## config.mk

```make
export PLATFORM = sky130hd
export DESIGN_NAME = fme_sad_selector
export DESIGN_NICKNAME = d
export VERILOG_FILES = /design/src/rtl/fme_pkg.sv /design/src/rtl/sad_row8.sv /design/src/rtl/fme_sad_selector.sv
export SDC_FILE = /design/constraint.sdc
export NUM_CORES = 1
export LEC_CHECK = 0
export ABC_AREA = 0
export BUFFER_PORTS_ARGS = -buffer_cell sky130_fd_sc_hd__clkbuf_2
export CORE_MARGIN = 4
export CORE_UTILIZATION = 30
export CTS_CLUSTER_SIZE = 12
export DETAILED_ROUTE_END_ITERATION = 8
export GPL_ROUTABILITY_DRIVEN = 0
export PLACE_DENSITY_LB_ADDON = 0.1
export SLEW_MARGIN = 20
export SYNTH_ARGS = -nofsm -noshare
export SYNTH_HDL_FRONTEND = slang
export SYNTH_SLANG_ARGS = --single-unit
```

## constraint.sdc

```tcl
create_clock -name clock -period 12.55 [get_ports clock]
set_clock_uncertainty 0.1 [all_clocks]
set_input_delay 2.51 -clock clock [delete_from_list [all_inputs] [get_ports clock]]
set_output_delay 2.51 -clock clock [all_outputs]
set_load 0.005 [all_outputs]
```

## src/rtl/fme_pkg.sv

```systemverilog
// Shared definitions for the fractional motion-estimation SAD selector:
// FSM states, candidate indices and accumulator sizing.
package fme_pkg;

  typedef enum logic [1:0] {
    StIdle,
    StAcc,
    StCmp,
    StDone
  } fme_state_e;

  localparam logic [1:0] CAND_A = 2'd0;
  localparam logic [1:0] CAND_B = 2'd1;
  localparam logic [1:0] CAND_C = 2'd2;

  // Eight samples per row add 3 bits; up to eight rows add 3 more.
  function automatic int unsigned row_sad_width(input int unsigned dw);
    return dw + 3;
  endfunction

  function automatic int unsigned acc_width(input int unsigned dw);
    return dw + 6;
  endfunction

endpackage

```

## src/rtl/sad_row8.sv

```systemverilog
// Combinational SAD of one 8-sample row: eight absolute differences
// reduced by a three-level adder tree.
module sad_row8 #(
  parameter int unsigned DATAWIDTH = 8
) (
  input  logic [8*DATAWIDTH-1:0] cand,
  input  logic [8*DATAWIDTH-1:0] orig,
  output logic [DATAWIDTH+2:0]   sad
);

  logic [7:0][DATAWIDTH-1:0] diff;
  logic [3:0][DATAWIDTH:0]   sum1;
  logic [1:0][DATAWIDTH+1:0] sum2;

  always_comb begin
    diff = '0;
    for (int k = 0; k < 8; k++) begin
      if (cand[k*DATAWIDTH +: DATAWIDTH] >= orig[k*DATAWIDTH +: DATAWIDTH]) begin
        diff[k] = cand[k*DATAWIDTH +: DATAWIDTH] - orig[k*DATAWIDTH +: DATAWIDTH];
      end else begin
        diff[k] = orig[k*DATAWIDTH +: DATAWIDTH] - cand[k*DATAWIDTH +: DATAWIDTH];
      end
    end
  end

  always_comb begin
    sum1 = '0;
    sum2 = '0;
    for (int i = 0; i < 4; i++) begin
      sum1[i] = {1'b0, diff[2*i]} + {1'b0, diff[2*i+1]};
    end
    for (int i = 0; i < 2; i++) begin
      sum2[i] = {1'b0, sum1[2*i]} + {1'b0, sum1[2*i+1]};
    end
    sad = {1'b0, sum2[0]} + {1'b0, sum2[1]};
  end

endmodule

```

## src/rtl/fme_sad_selector.sv

```systemverilog
// Accumulates row SADs of three interpolated candidates over one block and
// reports the cheapest. Optional FME_SAD_PROTOCOL_CHECK_EN adds proto_err.
module fme_sad_selector
  import fme_pkg::*;
#(
  parameter int unsigned DATAWIDTH = 8,
  parameter int unsigned ROWS      = 8
) (
  input  logic                   clock,
  input  logic                   reset,
  input  logic                   start,
  input  logic                   valid,
  input  logic [8*DATAWIDTH-1:0] cand_a,
  input  logic [8*DATAWIDTH-1:0] cand_b,
  input  logic [8*DATAWIDTH-1:0] cand_c,
  input  logic [8*DATAWIDTH-1:0] orig,
  output logic                   busy,
  output logic                   done,
  output logic [1:0]             best_idx,
  output logic [DATAWIDTH+5:0]   best_sad
`ifdef FME_SAD_PROTOCOL_CHECK_EN
  ,
  output logic                   proto_err
`endif
);

  localparam int unsigned AccW = acc_width(DATAWIDTH);
  localparam int unsigned RowW = row_sad_width(DATAWIDTH);
  localparam int unsigned CntW = $clog2(ROWS + 1);

  fme_state_e             state_q, state_d;
  logic [2:0][AccW-1:0]   acc_q, acc_d;
  logic [CntW-1:0]        cnt_q, cnt_d;
  logic [1:0]             best_idx_q, best_idx_d;
  logic [AccW-1:0]        best_sad_q, best_sad_d;
  logic [2:0][RowW-1:0]   row_sad;
  logic [2:0][8*DATAWIDTH-1:0] cands;

  assign cands[0] = cand_a;
  assign cands[1] = cand_b;
  assign cands[2] = cand_c;

  for (genvar i = 0; i < 3; i++) begin : gen_sad
    sad_row8 #(
      .DATAWIDTH(DATAWIDTH)
    ) u_sad_row8 (
      .cand(cands[i]),
      .orig(orig),
      .sad (row_sad[i])
    );
  end

  always_comb begin
    state_d    = state_q;
    acc_d      = acc_q;
    cnt_d      = cnt_q;
    best_idx_d = best_idx_q;
    best_sad_d = best_sad_q;
    unique case (state_q)
      StIdle: begin
        if (start) begin
          state_d = StAcc;
          acc_d   = '0;
          cnt_d   = '0;
        end
      end
      StAcc: begin
        if (valid) begin
          for (int i = 0; i < 3; i++) begin
            acc_d[i] = acc_q[i] + AccW'(row_sad[i]);
          end
          cnt_d = cnt_q + CntW'(1);
          if (cnt_q == CntW'(ROWS - 1)) begin
            state_d = StCmp;
          end
        end
      end
      StCmp: begin
        // Strict less-than keeps the lowest index on ties.
        best_idx_d = CAND_A;
        best_sad_d = acc_q[0];
        if (acc_q[1] < best_sad_d) begin
          best_idx_d = CAND_B;
          best_sad_d = acc_q[1];
        end
        if (acc_q[2] < best_sad_d) begin
          best_idx_d = CAND_C;
          best_sad_d = acc_q[2];
        end
        state_d = StDone;
      end
      StDone: state_d = StIdle;
      default: state_d = StIdle;
    endcase
  end

  always_ff @(posedge clock) begin
    if (reset) begin
      state_q    <= StIdle;
      acc_q      <= '0;
      cnt_q      <= '0;
      best_idx_q <= '0;
      best_sad_q <= '0;
    end else begin
      state_q    <= state_d;
      acc_q      <= acc_d;
      cnt_q      <= cnt_d;
      best_idx_q <= best_idx_d;
      best_sad_q <= best_sad_d;
    end
  end

  assign busy     = (state_q == StAcc) || (state_q == StCmp);
  assign done     = (state_q == StDone);
  assign best_idx = best_idx_q;
  assign best_sad = best_sad_q;

`ifdef FME_SAD_PROTOCOL_CHECK_EN
  logic proto_err_q;

  always_ff @(posedge clock) begin
    if (reset) begin
      proto_err_q <= 1'b0;
    end else begin
      proto_err_q <= (start && (state_q != StIdle)) ||
                     (valid && ((state_q == StCmp) || (state_q == StDone)));
    end
  end

  assign proto_err = proto_err_q;
`endif

endmodule

```

Word level (Yosys, flattened, before mapping)
Cells that the tools add are included.
Storage, ports and cells
  flip-flop bits (word level): 64
  bits of input ports: 260
  output and inout port bits: 18
  logic and storage cells: 157
Cells by class
  $add $sub $neg: 73
  $lt $le $gt $ge: 26
  equality and inequality tests: 7
  muxes and demuxes: 39
  reductions and logical operators: 5
Operators by type and width (number)
  $sub A8 B8 Y8: 48
  $ge A8 B8 Y1: 24
  $mux W8: 24
  $add A8 B8 Y9: 12
  $mux W42: 2
  $pmux W42 S2: 1
  $add A9 B9 Y10: 6
  $add A14 B11 Y14: 3
  $mux W14: 3
  $add A10 B10 Y11: 3
  $lt A14 B14 Y1: 2
  $mux W2: 4
  $mux W4: 2
  $pmux W2 S4: 1
  $pmux W4 S2: 1
  $ne A2 B2 Y1 const B: 3
  $reduce_and A3 Y1: 2
  $add A4 B1 Y4 const B: 1
  $eq A2 B2 Y1 const B: 2
  $eq A4 B3 Y1 const B: 1
  $eq A2 B1 Y1 const B: 1
  $logic_not A2 Y1: 1
  $reduce_bool A2 Y1: 1
  $logic_or A1 B1 Y1: 1
  $mux W1: 1

Depth between registers and ports, before layout
  depth after elaboration: 8
  mapped depth: 29
  gate-level depth less buffers: 28

Modules after synthesis
From an unflattened synthesis, not the netlist that was laid out.
Second synthesis, totals
  cell total of the unflattened synthesis: 3036
  area, all modules: 24780.0 um^2
Modules (own cells, without submodules)
  sad_row8 at gen_sad[0].u_sad_row8: instances 1, cells an instance 848, area each 6884.1 um^2, sequential area each 0.0 um^2
  sad_row8 at gen_sad[2].u_sad_row8: instances 1, cells an instance 838, area each 6791.5 um^2, sequential area each 0.0 um^2
  sad_row8 at gen_sad[1].u_sad_row8: instances 1, cells an instance 786, area each 6442.4 um^2, sequential area each 0.0 um^2
  fme_sad_selector: instances 1, cells an instance 564, area each 4662.0 um^2, sequential area each 1281.2 um^2

Least setup slack after synthesis
OpenSTA, ideal clock, no wires.
  path type: in2reg
  from: input cand_b[48]
  to: register acc_q[26] (netlist name)
  setup time: 125 ps
  data arrival time: 8481 ps
  data required time: 12325 ps
  slack: 3844 ps
  stages: 28
  buffers on the path: 0
  cell sequence: inv_1 > ha_1 > inv_1 > fa_1 > a211oi_1 > o21ai_1 > a221oi_4 > mux2_1 > a221o_1 > a31oi_1 > a31oi_1 > a31oi_1 > fa_1 > inv_1 > fa_1 > fa_1 > inv_1 > fa_1 > inv_1 > ha_1 > o21a_1 > o21ai_0 > nand2b_1 > a21boi_0 > a211oi_1 > nor2_1 > xnor2_1 > nor2_1
On the way
  cells in the longest elaborated chain, start to end: 8
  elaborated cells on any way between the ends: 10
  those cells by class: add/sub (6); order compare (1); mux (3)
RTL lines
  start: declaration: RTL line fme_sad_selector.sv:14  | input logic [8*DATAWIDTH-1:0] cand_b,
  $sub A8 B8 Y8, or another cell as far along: RTL line sad_row8.sv:21  | diff[k] = orig[k*DATAWIDTH +: DATAWIDTH] - cand[k*DATAWIDTH +: DATAWIDTH];
  $mux W8 (*): RTL line sad_row8.sv:18  | if (cand[k*DATAWIDTH +: DATAWIDTH] >= orig[k*DATAWIDTH +: DATAWIDTH]) begin
  $add A8 B8 Y9 (*): RTL line sad_row8.sv:30  | sum1[i] = {1'b0, diff[2*i]} + {1'b0, diff[2*i+1]};
  $add A9 B9 Y10 (*): RTL line sad_row8.sv:33  | sum2[i] = {1'b0, sum1[2*i]} + {1'b0, sum1[2*i+1]};
  $add A10 B10 Y11 (*): RTL line sad_row8.sv:35  | sad = {1'b0, sum2[0]} + {1'b0, sum2[1]};
  $add A14 B11 Y14 (*): RTL line fme_sad_selector.sv:70  | acc_d[i] = acc_q[i] + AccW'(row_sad[i]);
  $mux W42 (*): RTL line fme_sad_selector.sv:68  | if (valid) begin
  $pmux W42 S2 (*): RTL line fme_sad_selector.sv:59  | unique case (state_q)
  end signal: assignment: RTL line fme_sad_selector.sv:100  | acc_q <= '0;
  end signal: assignment: RTL line fme_sad_selector.sv:106  | acc_q <= acc_d;
  end: declaration: RTL line fme_sad_selector.sv:32  | logic [2:0][AccW-1:0] acc_q, acc_d;
Every way passes the cells marked *; elsewhere a longest branch is shown, timed or not. The select of a mux whose other input is x is not followed.
A chain may end at the register's enable or synchronous reset.

Worst setup path in the final report
  from: input orig[17]
  to: register acc_q[12] (netlist name)
On the way
  cells in the longest elaborated chain, start to end: 8
  elaborated cells on any way between the ends: 10
  those cells by class: add/sub (6); order compare (1); mux (3)
RTL lines
  start: declaration: RTL line fme_sad_selector.sv:16  | input logic [8*DATAWIDTH-1:0] orig,
  $sub A8 B8 Y8, or another cell as far along: RTL line sad_row8.sv:21
  $mux W8 (*): RTL line sad_row8.sv:18
  $add A8 B8 Y9 (*): RTL line sad_row8.sv:30
  $add A9 B9 Y10 (*): RTL line sad_row8.sv:33
  $add A10 B10 Y11 (*): RTL line sad_row8.sv:35
  $add A14 B11 Y14 (*): RTL line fme_sad_selector.sv:70
  $mux W42 (*): RTL line fme_sad_selector.sv:68
  $pmux W42 S2 (*): RTL line fme_sad_selector.sv:59
Marks and branches as above.

==> flow_summary.toml <==
[yosys]
synthTopCellsByArea = "ha_1 (24%), fa_1 (18%), inv_1 (8.6%)"
synth.largest_area_cell = "ha_1"
netlist_area_mm2 = 0.0232
syn-num-nets = 3688
yosys_warnings = 0
ys_types = 77
synth.avg_cell_area_um2 = 8.38
synth-async-reset-ratio_pct = 0
ys.flop_type = "dfxtp_1"
synth_top_cells_by_count = "inv_1 (534), ha_1 (443), fa_1 (213)"
synth_top_area_share_pct = 23.9
yosysSeqAreaShare_pct = 5.51
synth_edf_count = 0
yosysMostFrequentCell = "inv_1"
netlist_instances = 2772
ys_ff_latch = 64

[clock_tree]
cts_setup_buffers = 0
cts_tree = "built"
cts_hold_buffers = 0
cts.clk_slew.worst_paths_ps = 60
clock-sinks = 64
cts_resized = 0
cts_buffers = 9
cts.root.buffer_cell = "clkbuf_16"
clock_latency_ps = 350
h-tree-depth = 3
cts_max_path_buffers = 2

[detailed_routing]
routed_wl_um = 81500
drt_pass1_iterations = 5
num_vias = 20100
ant_nets = 0
remaining_drc_errors = 0
routed_via_density = 4.96
first_iter_violations = 1121
avgRoutedWirePerCell_um = 20.1

[floorplan]
core_mm2 = 0.0763
io_pins = 278
dieWidth_um = 286
die_area_mm2 = 0.0820
initial_utilization_pct = 30.4
row_count = 101
die_y_um = 286

[global_route]
use_met2_pct = 32.5
busiest_layer = "met2"
grt_antenna_before_repair = 0
first_global_vias = 20600
grt_util_met1_pct = 27.0
grt_pass1_wl_um = 123000
grt_max_degree = 71
grt.total_usage_pct = 19.4
globalRouteMet3Util_pct = 2.02
grt_overflow = 0

[finish]
nFillCells = 8103
area_growth_pct = 12.0
diodes = 0
nets = 3928
drive_above_1_share_pct = 12.8
finalNonFillerCells = 4047

[pwr]
power.internal_w = 0.00370
power_w = 0.00831
p_switching_w = 0.00460
swShare_pct = 55.4
pwr-share-clk_pct = 3.1
leakagePower_nw = 13.5
irDropWorstVdd_mv = 0.392
comb_power_share_pct = 93.7
power_density_mw_per_mm2 = 319
p_seq_share_pct = 3.2

[placement]
dpl.cell_count = 4031
dp_slack_ps = 2800
io_buffers = 277
place_hpwl_um = 73000

[status]
outcome = "complete, no violations"

[setup_path]
crit_type = "in2reg"
crit_start = "orig[17]"
critical_path_required_ps = 12670
startpoint_type = "input pin"
crit_fanout = 9
r2r_slack_ps = 7030
cp_data_arrival_time_ps = 9550
end_kind = "flip-flop"
timing.rr.start = "acc_q[26]$_SDFFE_PP0P_"

[hold_path]
hp-class = "reg2reg"
min_from = "best_idx[0]$_SDFFE_PP0P_"

[timing]
rsz0062_at_grt = "false"
fin_crit_ps = 9430
finalCritPeriodShare_pct = 75.1
tightest_slew_ps = 1050
setup_viol = 0
report.final.slew_viol_count = 0
max_freq_mhz = 106
fin_setup_tns_ps = 0
max_slew_margin_pct = 29.5
hold_viol = 0
setup_slack_ps = 3120

[run]
cap_violations = 0
==> logic make-up (layout without fill, tap and decap cells) <==
| group | Yosys count | count (layout) | share of synthesized area (%) |
|---|---|---|---|
| adders and majority gates | 656 | 656 | 42.2 |
| buffers and inverters | 590 | 835 | 9.67 |
| xor gates and xnor gates | 157 | 157 | 5.92 |
| DFF | 64 | 64 | 5.51 |
| AOI/OAI and AO/OA | 675 | 675 | 19.9 |
| muxes | 144 | 144 | 6.44 |
| and+or+nand+nor | 486 | 486 | 10.4 |
==> placed cells by master, fill, tap and decap left out, drive strengths merged, types with 31 or more instances in the layout <==
cell / n
clkbuf: 286
nor2: 122
dfxtp: 64
mux2i: 100
fa: 213
xnor2: 79
a21oi: 182
a21o: 75
inv: 534
o21ai: 114
nand2: 149
a31oi: 53
a211oi: 35
mux2: 44
xor2: 78
ha: 443
o21a: 31
==> path summary, 6_finish.rpt <==
path | to | cells after the start
setup reg to reg | best_sad[6]$_SDFFE_PP0P_ | 15
hold reg to reg | best_idx[0]$_SDFFE_PP0P_ | 2
hold / removal | best_idx[0]$_SDFFE_PP0P_ | 2
setup / recovery | acc_q[12]$_SDFFE_PP0P_ | 26
==> per-stage QoR <==
stage | utilization, % | hold slack (ps) | cell area (µm²)
finish | 34.1 | 395 | 26000
global route | 34.1 | 454 | 26000
CTS | 34.1 | 406 | 26000
detailed placement | 33.7 | 386 | 25700
global placement | 33.7 | 382 | 25700
floorplan | - | 370 | 23200
==> critical path, stage by stage <==
cell and delay (ps):
clkbuf_2 210, inv_1 200, fa_1 460, nand3_1 130, nand4_1 170, a21boi_2 470
mux2_1 400, a211o_1 300, o211a_1 140, or3_1 340, a21oi_1 390, fa_1 580
fa_1 530, fa_1 550, inv_1 50, fa_1 530, inv_1 50, ha_1 350
o21a_1 200, o21ai_0 150, nand2b_1 110, a21boi_0 170, a211oi_1 290, nor2_1 90
xnor2_1 140, nor2_1 50
==> area by class of cell <==
cell class,instances,area [µm²],area share (%)
Tap cell,1030,1290,4.95
Sequential cell,64,1280,4.92
Timing Repair Buffer,285,1450,5.56
Clock buffer,9,225,0.865
Clock inverter,7,72.6,0.279
Multi-Input combinational cell,2118,19700,75.7
Inverter,534,2000,7.70
==> registers in the layout, summed over array words and instances (netlist names) <==
register and flops:
acc_q 42, cnt_q 4, state_q 2, best_sad 14, best_idx 2
==> layer usage <==
metal	vias to the layer above	routed length, µm
met5	-	0
met4	0	1960
met3	61	3510
met2	506	37600
met1	9629	38500
li1	9893	-
==> power groups by stage <==
stage	Combinational [W]	Sequential, W	Clock [W]
4_1_cts	0.00786	0.000263	0.000267
6_report	0.00778	0.000263	0.000258
5_1_grt	0.00898	0.000266	0.000273
3_5_place_dp	0.00781	0.000267	0
2_1_floorplan	0.00596	0.000256	0
3_3_place_gp	0.00780	0.000266	0
Note: power is estimated with default switching activity, not from simulation.
